### src/rtl/tl_ul_initiator_if.sv
// TileLink-UL A/D channel bundle between an initiator (master) and a target (slave).
// Signal names follow the tlm_* port naming of the tl_ul_initiator block.
interface tl_ul_initiator_if #(
    parameter int TL_RS  = 4,
    parameter int ADDR_W = 22
);
    // A channel: request from initiator to target
    logic [2:0]        tlm_a_opcode;
    logic [2:0]        tlm_a_param;
    logic [3:0]        tlm_a_size;
    logic [TL_RS-1:0]  tlm_a_source;
    logic [ADDR_W-1:0] tlm_a_address;
    logic [3:0]        tlm_a_mask;
    logic [31:0]       tlm_a_data;
    logic              tlm_a_corrupt;
    logic              tlm_a_valid;
    logic              tlm_a_ready;

    // D channel: response from target to initiator
    logic [2:0]        tlm_d_opcode;
    logic [1:0]        tlm_d_param;
    logic [3:0]        tlm_d_size;
    logic [TL_RS-1:0]  tlm_d_source;
    logic              tlm_d_denied;
    logic [31:0]       tlm_d_data;
    logic              tlm_d_corrupt;
    logic              tlm_d_valid;
    logic              tlm_d_ready;

    modport master (
        output tlm_a_opcode, tlm_a_param, tlm_a_size, tlm_a_source,
               tlm_a_address, tlm_a_mask, tlm_a_data, tlm_a_corrupt, tlm_a_valid,
        input  tlm_a_ready,
        input  tlm_d_opcode, tlm_d_param, tlm_d_size, tlm_d_source,
               tlm_d_denied, tlm_d_data, tlm_d_corrupt, tlm_d_valid,
        output tlm_d_ready
    );

    modport slave (
        input  tlm_a_opcode, tlm_a_param, tlm_a_size, tlm_a_source,
               tlm_a_address, tlm_a_mask, tlm_a_data, tlm_a_corrupt, tlm_a_valid,
        output tlm_a_ready,
        output tlm_d_opcode, tlm_d_param, tlm_d_size, tlm_d_source,
               tlm_d_denied, tlm_d_data, tlm_d_corrupt, tlm_d_valid,
        input  tlm_d_ready
    );
endinterface

### src/rtl/tl_ul_initiator.sv
// TL-UL initiator: one single-word command in flight, turned into Get/PutFull/PutPartial.
// Optional D-wait timeout with stale-beat draining is enabled by defining TL_INIT_TIMEOUT_EN.
module tl_ul_initiator #(
    parameter int               TL_RS          = 4,
    parameter int               ADDR_W         = 22,
    parameter logic [TL_RS-1:0] SOURCE_ID      = '0,
    parameter int               TIMEOUT_CYCLES = 1024
) (
    input  logic              tlm_clock_i,
    input  logic              tlm_resetn_i,

    input  logic              cmd_valid_i,
    output logic              cmd_ready_o,
    input  logic              cmd_write_i,
    input  logic [ADDR_W-1:0] cmd_address_i,
    input  logic [31:0]       cmd_data_i,
    input  logic [3:0]        cmd_mask_i,

    output logic              rsp_valid_o,
    input  logic              rsp_ready_i,
    output logic [31:0]       rsp_data_o,
    output logic              rsp_error_o,

    tl_ul_initiator_if.master tl
);

    typedef enum logic [1:0] {
        ST_IDLE,
        ST_AREQ,
        ST_DWAIT,
        ST_RSP
    } state_e;

    localparam logic [2:0] OP_PUT_FULL    = 3'd0;
    localparam logic [2:0] OP_PUT_PARTIAL = 3'd1;
    localparam logic [2:0] OP_GET         = 3'd4;
    localparam logic [2:0] OP_ACK         = 3'd0;
    localparam logic [2:0] OP_ACK_DATA    = 3'd1;

    state_e            state_q, state_d;
    logic              a_valid_q, a_valid_d;
    logic [2:0]        a_opcode_q, a_opcode_d;
    logic [3:0]        a_size_q, a_size_d;
    logic [TL_RS-1:0]  a_source_q, a_source_d;
    logic [ADDR_W-1:0] a_address_q, a_address_d;
    logic [3:0]        a_mask_q, a_mask_d;
    logic [31:0]       a_data_q, a_data_d;
    logic              is_get_q, is_get_d;
    logic              rsp_valid_q, rsp_valid_d;
    logic [31:0]       rsp_data_q, rsp_data_d;
    logic              rsp_error_q, rsp_error_d;
    logic              d_ready;
    logic              d_bad;

`ifdef TL_INIT_TIMEOUT_EN
    logic              stale_q, stale_d;
    logic [31:0]       tmo_cnt_q, tmo_cnt_d;
`endif

    // Fields the initiator never needs; folded here so they are visibly consumed.
    logic unused_inputs;
    assign unused_inputs = ^{tl.tlm_d_param, tl.tlm_d_size, cmd_address_i[1:0]};

`ifdef TL_INIT_TIMEOUT_EN
    assign cmd_ready_o = (state_q == ST_IDLE) && !stale_q;
    assign d_ready     = (state_q == ST_DWAIT) || ((state_q == ST_IDLE) && stale_q);
`else
    assign cmd_ready_o = (state_q == ST_IDLE);
    assign d_ready     = (state_q == ST_DWAIT);
`endif

    assign d_bad = tl.tlm_d_denied || tl.tlm_d_corrupt ||
                   (tl.tlm_d_source != SOURCE_ID) ||
                   (tl.tlm_d_opcode != (is_get_q ? OP_ACK_DATA : OP_ACK));

    // NOTE: every *_d gets its hold value first, so no path through the case can infer a latch.
    always_comb begin
        state_d     = state_q;
        a_valid_d   = a_valid_q;
        a_opcode_d  = a_opcode_q;
        a_size_d    = a_size_q;
        a_source_d  = a_source_q;
        a_address_d = a_address_q;
        a_mask_d    = a_mask_q;
        a_data_d    = a_data_q;
        is_get_d    = is_get_q;
        rsp_valid_d = rsp_valid_q;
        rsp_data_d  = rsp_data_q;
        rsp_error_d = rsp_error_q;
`ifdef TL_INIT_TIMEOUT_EN
        stale_d     = stale_q;
        tmo_cnt_d   = tmo_cnt_q;
`endif

        unique case (state_q)
            ST_IDLE: begin
`ifdef TL_INIT_TIMEOUT_EN
                // The beat belonging to a timed-out request is swallowed here.
                if (stale_q && tl.tlm_d_valid) begin
                    stale_d = 1'b0;
                end
`endif
                if (cmd_valid_i && cmd_ready_o) begin
                    is_get_d    = !cmd_write_i;
                    a_valid_d   = 1'b1;
                    a_size_d    = 4'd2;
                    a_source_d  = SOURCE_ID;
                    a_address_d = {cmd_address_i[ADDR_W-1:2], 2'b00};
                    if (cmd_write_i) begin
                        a_opcode_d = (cmd_mask_i == 4'hF) ? OP_PUT_FULL : OP_PUT_PARTIAL;
                        a_mask_d   = cmd_mask_i;
                        a_data_d   = cmd_data_i;
                    end else begin
                        a_opcode_d = OP_GET;
                        a_mask_d   = 4'hF;
                        a_data_d   = 32'h0;
                    end
                    state_d = ST_AREQ;
                end
            end

            ST_AREQ: begin
                if (tl.tlm_a_ready) begin
                    a_valid_d = 1'b0;
                    state_d   = ST_DWAIT;
`ifdef TL_INIT_TIMEOUT_EN
                    tmo_cnt_d = 32'd0;
`endif
                end
            end

            ST_DWAIT: begin
                if (tl.tlm_d_valid) begin
                    rsp_valid_d = 1'b1;
                    rsp_error_d = d_bad;
                    rsp_data_d  = is_get_q ? tl.tlm_d_data : 32'h0;
                    state_d     = ST_RSP;
                end
`ifdef TL_INIT_TIMEOUT_EN
                // A beat in the same cycle as the limit wins over the timeout.
                else if (tmo_cnt_q == 32'(TIMEOUT_CYCLES - 1)) begin
                    rsp_valid_d = 1'b1;
                    rsp_error_d = 1'b1;
                    rsp_data_d  = 32'hDEADBEEF;
                    stale_d     = 1'b1;
                    state_d     = ST_RSP;
                end else begin
                    tmo_cnt_d = tmo_cnt_q + 32'd1;
                end
`endif
            end

            ST_RSP: begin
                if (rsp_ready_i) begin
                    rsp_valid_d = 1'b0;
                    state_d     = ST_IDLE;
                end
            end

            default: state_d = ST_IDLE;
        endcase
    end

    // NOTE: sequential state uses non-blocking assignment so every flop samples pre-edge values.
    always_ff @(posedge tlm_clock_i or negedge tlm_resetn_i) begin
        if (!tlm_resetn_i) begin
            state_q     <= ST_IDLE;
            a_valid_q   <= 1'b0;
            a_opcode_q  <= 3'd0;
            a_size_q    <= 4'd0;
            a_source_q  <= '0;
            a_address_q <= '0;
            a_mask_q    <= 4'd0;
            a_data_q    <= 32'h0;
            is_get_q    <= 1'b0;
            rsp_valid_q <= 1'b0;
            rsp_data_q  <= 32'h0;
            rsp_error_q <= 1'b0;
        end else begin
            state_q     <= state_d;
            a_valid_q   <= a_valid_d;
            a_opcode_q  <= a_opcode_d;
            a_size_q    <= a_size_d;
            a_source_q  <= a_source_d;
            a_address_q <= a_address_d;
            a_mask_q    <= a_mask_d;
            a_data_q    <= a_data_d;
            is_get_q    <= is_get_d;
            rsp_valid_q <= rsp_valid_d;
            rsp_data_q  <= rsp_data_d;
            rsp_error_q <= rsp_error_d;
        end
    end

`ifdef TL_INIT_TIMEOUT_EN
    always_ff @(posedge tlm_clock_i or negedge tlm_resetn_i) begin
        if (!tlm_resetn_i) begin
            stale_q   <= 1'b0;
            tmo_cnt_q <= 32'd0;
        end else begin
            stale_q   <= stale_d;
            tmo_cnt_q <= tmo_cnt_d;
        end
    end
`endif

    assign tl.tlm_a_valid   = a_valid_q;
    assign tl.tlm_a_opcode  = a_opcode_q;
    assign tl.tlm_a_param   = 3'd0;
    assign tl.tlm_a_size    = a_size_q;
    assign tl.tlm_a_source  = a_source_q;
    assign tl.tlm_a_address = a_address_q;
    assign tl.tlm_a_mask    = a_mask_q;
    assign tl.tlm_a_data    = a_data_q;
    assign tl.tlm_a_corrupt = 1'b0;
    assign tl.tlm_d_ready   = d_ready;

    assign rsp_valid_o = rsp_valid_q;
    assign rsp_data_o  = rsp_data_q;
    assign rsp_error_o = rsp_error_q;

endmodule

### src/flat_wrapper.sv
// flat-port wrapper written by rule: the top's interface ports become plain ports
module tl_ul_initiator_flat 
#(
    parameter int               TL_RS          = 4,
    parameter int               ADDR_W         = 22,
    parameter logic [TL_RS-1:0] SOURCE_ID      = '0,
    parameter int               TIMEOUT_CYCLES = 1024
)
  (tlm_clock_i, tlm_resetn_i, cmd_valid_i, cmd_ready_o, cmd_write_i, cmd_address_i, cmd_data_i, cmd_mask_i, rsp_valid_o, rsp_ready_i, rsp_data_o, rsp_error_o, tl_tlm_a_opcode, tl_tlm_a_param, tl_tlm_a_size, tl_tlm_a_source, tl_tlm_a_address, tl_tlm_a_mask, tl_tlm_a_data, tl_tlm_a_corrupt, tl_tlm_a_valid, tl_tlm_a_ready, tl_tlm_d_opcode, tl_tlm_d_param, tl_tlm_d_size, tl_tlm_d_source, tl_tlm_d_denied, tl_tlm_d_data, tl_tlm_d_corrupt, tl_tlm_d_valid, tl_tlm_d_ready);
  tl_ul_initiator_if #(.TL_RS(TL_RS), .ADDR_W(ADDR_W)) tl_i ();
  input  logic tlm_clock_i;
  input  logic tlm_resetn_i;
  input  logic cmd_valid_i;
  output logic cmd_ready_o;
  input  logic cmd_write_i;
  input  logic [ADDR_W-1:0] cmd_address_i;
  input  logic [31:0] cmd_data_i;
  input  logic [3:0] cmd_mask_i;
  output logic rsp_valid_o;
  input  logic rsp_ready_i;
  output logic [31:0] rsp_data_o;
  output logic rsp_error_o;
  output wire logic [$bits(tl_i.tlm_a_opcode)-1:0] tl_tlm_a_opcode;
  output wire logic [$bits(tl_i.tlm_a_param)-1:0] tl_tlm_a_param;
  output wire logic [$bits(tl_i.tlm_a_size)-1:0] tl_tlm_a_size;
  output wire logic [$bits(tl_i.tlm_a_source)-1:0] tl_tlm_a_source;
  output wire logic [$bits(tl_i.tlm_a_address)-1:0] tl_tlm_a_address;
  output wire logic [$bits(tl_i.tlm_a_mask)-1:0] tl_tlm_a_mask;
  output wire logic [$bits(tl_i.tlm_a_data)-1:0] tl_tlm_a_data;
  output wire logic [$bits(tl_i.tlm_a_corrupt)-1:0] tl_tlm_a_corrupt;
  output wire logic [$bits(tl_i.tlm_a_valid)-1:0] tl_tlm_a_valid;
  input wire logic [$bits(tl_i.tlm_a_ready)-1:0] tl_tlm_a_ready;
  input wire logic [$bits(tl_i.tlm_d_opcode)-1:0] tl_tlm_d_opcode;
  input wire logic [$bits(tl_i.tlm_d_param)-1:0] tl_tlm_d_param;
  input wire logic [$bits(tl_i.tlm_d_size)-1:0] tl_tlm_d_size;
  input wire logic [$bits(tl_i.tlm_d_source)-1:0] tl_tlm_d_source;
  input wire logic [$bits(tl_i.tlm_d_denied)-1:0] tl_tlm_d_denied;
  input wire logic [$bits(tl_i.tlm_d_data)-1:0] tl_tlm_d_data;
  input wire logic [$bits(tl_i.tlm_d_corrupt)-1:0] tl_tlm_d_corrupt;
  input wire logic [$bits(tl_i.tlm_d_valid)-1:0] tl_tlm_d_valid;
  output wire logic [$bits(tl_i.tlm_d_ready)-1:0] tl_tlm_d_ready;
  assign tl_tlm_a_opcode = tl_i.tlm_a_opcode;
  assign tl_tlm_a_param = tl_i.tlm_a_param;
  assign tl_tlm_a_size = tl_i.tlm_a_size;
  assign tl_tlm_a_source = tl_i.tlm_a_source;
  assign tl_tlm_a_address = tl_i.tlm_a_address;
  assign tl_tlm_a_mask = tl_i.tlm_a_mask;
  assign tl_tlm_a_data = tl_i.tlm_a_data;
  assign tl_tlm_a_corrupt = tl_i.tlm_a_corrupt;
  assign tl_tlm_a_valid = tl_i.tlm_a_valid;
  assign tl_i.tlm_a_ready = tl_tlm_a_ready;
  assign tl_i.tlm_d_opcode = tl_tlm_d_opcode;
  assign tl_i.tlm_d_param = tl_tlm_d_param;
  assign tl_i.tlm_d_size = tl_tlm_d_size;
  assign tl_i.tlm_d_source = tl_tlm_d_source;
  assign tl_i.tlm_d_denied = tl_tlm_d_denied;
  assign tl_i.tlm_d_data = tl_tlm_d_data;
  assign tl_i.tlm_d_corrupt = tl_tlm_d_corrupt;
  assign tl_i.tlm_d_valid = tl_tlm_d_valid;
  assign tl_tlm_d_ready = tl_i.tlm_d_ready;
  tl_ul_initiator #(.TL_RS(TL_RS), .ADDR_W(ADDR_W), .SOURCE_ID(SOURCE_ID), .TIMEOUT_CYCLES(TIMEOUT_CYCLES)) u_core (.tlm_clock_i(tlm_clock_i), .tlm_resetn_i(tlm_resetn_i), .cmd_valid_i(cmd_valid_i), .cmd_ready_o(cmd_ready_o), .cmd_write_i(cmd_write_i), .cmd_address_i(cmd_address_i), .cmd_data_i(cmd_data_i), .cmd_mask_i(cmd_mask_i), .rsp_valid_o(rsp_valid_o), .rsp_ready_i(rsp_ready_i), .rsp_data_o(rsp_data_o), .rsp_error_o(rsp_error_o), .tl(tl_i));
endmodule
### config.mk
export PLATFORM = sky130hd
export DESIGN_NAME = tl_ul_initiator_flat
export DESIGN_NICKNAME = d
export VERILOG_FILES = /design/src/rtl/tl_ul_initiator_if.sv /design/src/rtl/tl_ul_initiator.sv /design/src/flat_wrapper.sv
export SDC_FILE = /design/constraint.sdc
export NUM_CORES = 1
export LEC_CHECK = 0
export BUFFER_PORTS_ARGS = -buffer_cell sky130_fd_sc_hd__buf_2
export CAP_MARGIN = 10
export CORE_ASPECT_RATIO = 2
export CORE_MARGIN = 2
export CORE_UTILIZATION = 34
export CTS_CLUSTER_DIAMETER = 200
export DETAILED_ROUTE_END_ITERATION = 6
export PLACE_DENSITY_LB_ADDON = 0.08
export SLEW_MARGIN = 40
export SYNTH_ARGS = -nofsm -noshare
export SYNTH_HDL_FRONTEND = slang
export SYNTH_SLANG_ARGS = --single-unit
### constraint.sdc
create_clock -name tlm_clock_i -period 2 [get_ports tlm_clock_i]
set_clock_uncertainty 0.15 [all_clocks]
set_input_delay 0.3 -clock tlm_clock_i [delete_from_list [all_inputs] [get_ports tlm_clock_i]]
set_output_delay 0.3 -clock tlm_clock_i [all_outputs]
set_load 0.02 [all_outputs]
Yosys cells after proc, flatten, opt, wreduce, memory -nomap -nowiden
Index checks and enable logic that the tools add are counted.
{"block": "classes", "n_mux": 17, "reduce_logical": 14, "n_eq_ne": 9}
{"cell": "32-bit two-way mux", "n": 2}
{"cell": "2-bit two-way mux", "n": 4}
{"cell": "2-bit inequality test, second input constant", "n": 4}
{"cell": "2-bit one-hot mux with 4 select lines", "n": 1}
{"cell": "1-bit two-way mux", "n": 6}
{"cell": "3-bit AND reduction", "n": 2}
{"cell": "2-bit == test, second input constant", "n": 2}
{"cell": "4-bit == test, second input constant", "n": 1}
{"cell": "4-bit two-way mux", "n": 1}
{"cell": "1-bit one-hot mux with 2 select lines", "n": 2}
{"cell": "2-bit AND reduction", "n": 2}
{"cell": "4-bit AND reduction", "n": 1}
{"cell": "2-bit nonzero test", "n": 2}
{"cell": "4-bit nonzero test", "n": 1}
{"cell": "1-bit logical OR", "n": 3}
{"cell": "3-bit two-way mux", "n": 1}
{"cell": "3-bit inequality test", "n": 1}
{"cell": "2-bit by 1-bit == test with 1-bit output, second input constant", "n": 1}
{"cell": "2-bit logical NOT", "n": 1}
{"cell": "1-bit logical AND", "n": 1}
{"cell": "1-bit logical NOT", "n": 1}
{"block": "word_totals", "ff_bits": 98, "out_inout_bits": 110}

Longest topological paths before layout
{"block": "logic_depth", "word_depth": 4, "mapped_depth": 7, "ltp_nobuf": 5}

Worst setup path before layout
Ideal clock, no wire load.
{"block": "synth_path", "path_type": "register to register", "from": "register u_core.state_q[0]", "to": "register u_core.state_q[1]", "path_stages_with_launch": 6, "path_buffers": 0, "arrival_ns": 1.577, "setup_time_ns": 0.128, "period_less_slack_ns": 1.854, "setup_slack_ns": 0.146, "required_time_ns": 1.722, "path_cell_list": "dfrtp_1 -> inv_1 -> ha_1 -> nor2b_1 -> a2111oi_4 -> mux2_1"}
{"item": "start, declared", "line_no": "tl_ul_initiator.sv:40", "rtl": "state_e state_q, state_d;"}
{"item": "start signal, assigned", "line_no": "tl_ul_initiator.sv:180", "rtl": "state_q <= state_d;"}
{"item": "2-bit == test *"}
{"item": "net tl_tlm_d_ready", "line_no": "flat_wrapper.sv:41", "rtl": "output wire logic [$bits(tl_i.tlm_d_ready)-1:0] tl_tlm_d_ready;"}
{"item": "2-bit inequality test (no source line)"}
{"item": "4-bit AND reduction (no source line)"}
The timed path passes the listed nets; every way through them passes the cells marked *.
A chain may end at the register's enable or synchronous reset.

Final worst setup path
{"block": "layout_path", "from": "register u_core.state_q[0]", "to": "register u_core.state_q[1]"}
{"block": "layout_between", "elab_chain_cells": 4}
{"item": "2-bit logical NOT", "line_no": "tl_ul_initiator.sv:68, tl_ul_initiator.sv:95"}
{"item": "1-bit logical AND", "line_no": "tl_ul_initiator.sv:103", "rtl": "if (cmd_valid_i && cmd_ready_o) begin"}
{"item": "2-bit inequality test (no source line)"}
{"item": "4-bit AND reduction (no source line)"}
Several ways; a longest one is shown, not always the timed one.

==> PnR_summary.wiki <==
{| class="wikitable"
! Metric !! Value
|-
| Clock latency at the later pin of the worst-skew pair || 0.33 ns
|-
| Final-report hold violation count || 0
|-
| Clock tree from TritonCTS || done
|-
| Slowest cell on crit path || sky130_fd_sc_hd__dfrtp_1
|-
| Final Max Tran Viols || 0
|-
| Ranking of synthesized cells by area || sky130_fd_sc_hd__dfrtp_1, sky130_fd_sc_hd__nand2_1, sky130_fd_sc_hd__mux2_2
|-
| Iter 0 DRT Violations || 66
|-
| ANT cells || 0
|-
| Top Family by Delay on Critical Path || flip-flops
|-
| Synth Register Bits || 96
|-
| Count of unique library cells instantiated by Yosys || 24
|-
| Final setup fails || 0
|-
| Post-Synthesis Mean Instance Area || about 10 um2
|-
| HPWL after detailed placement || around 7700 um
|-
| Combined buffer and inverter count along the critical path || 1
|-
| DIE AREA || 12630 um2
|-
| Power density of the placed cells || ~1500 nW/um2
|-
| Global-route wire length before repair || around 16000 um
|-
| Sinks on the clock net || 96
|-
| Overall power || 0.008181 W
|-
| Placeable Area || around 11000 um2
|-
| Final WL || just over 10000 um
|-
| Hold Path Class || primary input to register
|-
| Detailed-route DRC error count || 0
|-
| Post-synth top area cell || sky130_fd_sc_hd__dfrtp_1
|-
| Post-detailed-route count of antenna-violating nets || 0
|-
| Fmax || roughly 530 MHz
|-
| RSZ-0062 raised after global routing || false
|-
| Status || complete, no violations
|-
| Num CTS Buffers || 9
|-
| Element type at the critical path start || register
|-
| Synthesis warning total || 0
|-
| Vias per Instance || 4.564
|-
| Required arrival time at the worst endpoint || 2.07 ns
|-
| Number of rows created at floorplan || 55
|-
| Total GRT Usage || 0.1620
|-
| Initial Util || 0.3503
|-
| Post-synth top area share || 0.6040
|-
| Post-synthesis cell area || approximately 4000 um2
|-
| Maximum ir drop on the vdd rail || between 0.0006 and 0.0007 V
|-
| Deepest clock path buffer count || 2
|-
| Total Neg Setup Slack || 0 ns
|-
| Fraction of layout instances using a drive strength above 1 || 0.4111
|-
| Final net count || 710
|-
| Maximum number of pins on one net before global-route repair || 64
|-
| Growth of design area from synthesis to finish || 36.17%
|-
| EDFF count, synth || 0
|-
| Max capacitance violation total || 0
|-
| Aggregate global routing overflow || 0
|-
| Arrival time of data at the critical path endpoint || roughly 2 ns
|-
| Reg clk slew, reported paths || approximately 0.070 ns
|-
| Root cell of the clock tree || sky130_fd_sc_hd__clkbuf_16
|-
| Detail-routed net length per standard cell || between 10 and 15 um
|-
| Setup slack after layout || around 0.10 ns
|-
| Total via count after detailed routing || between 3k and 4k
|-
| Setup WS pre-CTS || around 0.11 ns
|-
| Async set-or-reset flop fraction in the synthesized netlist || 1.000
|-
| Critical path, cell by cell || inv_1 > ha_1 > nor2b_1 > a2111oi_4 > mux2_1
|-
| Static Leakage || ~3.0 nW
|-
| Seq/Total Area, Yosys || 0.6040
|-
| Number of global-route vias before repair || between 3k and 4k
|-
| Number of iterations in the first detailed-routing pass || 4
|-
| Width of the die || 80.48 um
|-
| Antenna violations before repair || 0
|-
| Worst Setup Path Type || register to register
|-
| Sort of element at the end of the critical path || register
|-
| Buffers on Ports || ~200
|-
| RePlAce Congestion || around 0.75
|-
| I/O Pins || ~220
|-
| Share of the clock period used by the worst path || 0.9497
|-
| Minimum period implied by the final worst setup slack || about 1.9 ns
|-
| Crit-path max cell delay || 0.39 ns
|-
| Gate count of the mapped netlist || between 300 and 400
|-
| Maximum fanout count along the critical path || 4
|-
| Most instantiated flip-flop cell in the synthesis netlist || sky130_fd_sc_hd__dfrtp_1
|-
| Chip Height || about 160 um
|-
| CTS H-Tree Depth || 3
|}
## per-stage QoR
| step | utilization | hold WS, ns | std cells | area (um2) |
|---|---|---|---|---|
| 3_5_place_dp | 0.4489 | 0.03943 | 723 | 5097 |
| 5_1_grt | 0.4770 | 0.02621 | 738 | 5416 |
| 3_3_place_gp | 0.4489 | 0.03135 | 723 | 5097 |
| 6_report | 0.4770 | 0.04048 | 738 | 5416 |
| 2_1_floorplan | - | -0.1456 | 412 | 4026 |
| 4_1_cts | 0.4770 | 0.02440 | 738 | 5416 |
## state kept, by name (all words and copies together), names as in the netlist
signal                   cells
u_core.rsp_valid_o           1
u_core.tl.tlm_a_data        32
u_core.state_q               2
u_core.rsp_data_o           32
u_core.tl.tlm_a_address     20
u_core.tl.tlm_a_mask         4
u_core.tl.tlm_a_valid        1
u_core.tl.tlm_a_opcode       2
u_core.rsp_error_o           1
u_core.tl.tlm_a_size         1
## area by class of cell
class | instances | area [um2]
repair buffers | 210 | 1121
flip-flops and latches | 96 | 2402
fillers | 1132 | 5938
clock buffers | 9 | 225.2
inverters | 4 | 15.01
well taps | 142 | 177.7
clock inverters | 5 | 83.83
multi-input cells | 272 | 1391
## worst register-to-register path, cell delays in order (launching register included)
cell and delay [ns]:
sky130_fd_sc_hd__dfrtp_1 0.39, sky130_fd_sc_hd__inv_1 0.10, sky130_fd_sc_hd__ha_1 0.24, sky130_fd_sc_hd__nor2b_1 0.17, sky130_fd_sc_hd__a2111oi_4 0.38, sky130_fd_sc_hd__mux2_1 0.36
## cell families after synthesis
logic type | count (synthesis) | share of synthesized area
buf+inv | 44 | 0.05914
flops | 96 | 0.6040
mux | 22 | 0.06197
other cells | 1 | 0.0009428
xor+xnor | 1 | 0.002202
fa+ha+maj | 5 | 0.01573
simple gates | 185 | 0.1928
compound gates | 45 | 0.06323
## cell usage after synthesis (2+ instances only)
| library cell | n |
|---|---|
| sky130_fd_sc_hd__nor4_1 | 2 |
| sky130_fd_sc_hd__nand2_1 | 137 |
| sky130_fd_sc_hd__clkbuf_1 | 12 |
| sky130_fd_sc_hd__nor2_1 | 3 |
| sky130_fd_sc_hd__mux2_2 | 20 |
| sky130_fd_sc_hd__buf_2 | 11 |
| sky130_fd_sc_hd__buf_4 | 15 |
| sky130_fd_sc_hd__nand3_1 | 32 |
| sky130_fd_sc_hd__buf_1 | 2 |
| sky130_fd_sc_hd__ha_1 | 5 |
| sky130_fd_sc_hd__nor2b_1 | 8 |
| sky130_fd_sc_hd__dfrtp_1 | 96 |
| sky130_fd_sc_hd__inv_1 | 4 |
| sky130_fd_sc_hd__o21ai_0 | 42 |
## where the power goes
part / leakage [nW] / switching [W] / internal (W)
Sequential: 1.22 / 0.000377 / 0.00268
Clock: 0.144 / 0.000729 / 0.00108
Combinational: 1.63 / 0.00212 / 0.00120
## final timing paths
path	to	slack, ns	from	depth (start not counted)
setup / recovery	u_core.state_q[1]$_DFFE_PN0P_	0.10	u_core.state_q[0]$_DFFE_PN0P_	5
hold / removal	u_core.tl.tlm_a_address[14]$_DFFE_PN0P_	0.04	cmd_address_i[14]	2
setup reg to reg	u_core.state_q[1]$_DFFE_PN0P_	0.10	u_core.state_q[0]$_DFFE_PN0P_	5
hold reg to reg	u_core.rsp_data_o[16]$_DFFE_PN0P_	0.31	u_core.rsp_data_o[16]$_DFFE_PN0P_	2
max in group asynchronous	u_core.tl.tlm_a_data[25]$_DFFE_PN0P_	0.84	tlm_resetn_i	3
min in group asynchronous	u_core.tl.tlm_a_data[18]$_DFFE_PN0P_	0.22	tlm_resetn_i	2
## metal layers
| metal | GRT usage | vias up | share of wire |
|---|---|---|---|
| met3 | 0.04128 | 11 | 0.076 |
| met5 | 0 | - | 0 |
| met2 | 0.2944 | 139 | 0.54 |
| li1 | - | 1645 | - |
| met1 | 0.1738 | 1573 | 0.37 |
| met4 | 0.06699 | 0 | 0.018 |
## cell usage in the layout (no fill, tap or decap), types with 2 or more instances in the layout
master	instances
sky130_fd_sc_hd__buf_2	198
sky130_fd_sc_hd__nand2_1	136
sky130_fd_sc_hd__dfrtp_1	96
sky130_fd_sc_hd__o21ai_0	42
sky130_fd_sc_hd__nand3_1	32
sky130_fd_sc_hd__mux2_2	20
sky130_fd_sc_hd__conb_1	14
sky130_fd_sc_hd__clkbuf_16	9
sky130_fd_sc_hd__nor2b_1	8
sky130_fd_sc_hd__buf_4	8
sky130_fd_sc_hd__ha_1	5
sky130_fd_sc_hd__inv_1	4
sky130_fd_sc_hd__nor2_1	3
sky130_fd_sc_hd__buf_12	3
sky130_fd_sc_hd__nor4_1	2
sky130_fd_sc_hd__bufinv_16	2
sky130_fd_sc_hd__clkinvlp_4	2
## repair_timing
| item | CTS | global route |
|---|---|---|
| gates resized for setup | 0 | 0 |
| hold buffers | 1 | 0 |
| buffers inserted | 0 | 0 |
| endpoints found under the hold margin | 16 | 0 |
Power figures use the tool's default switching activity.
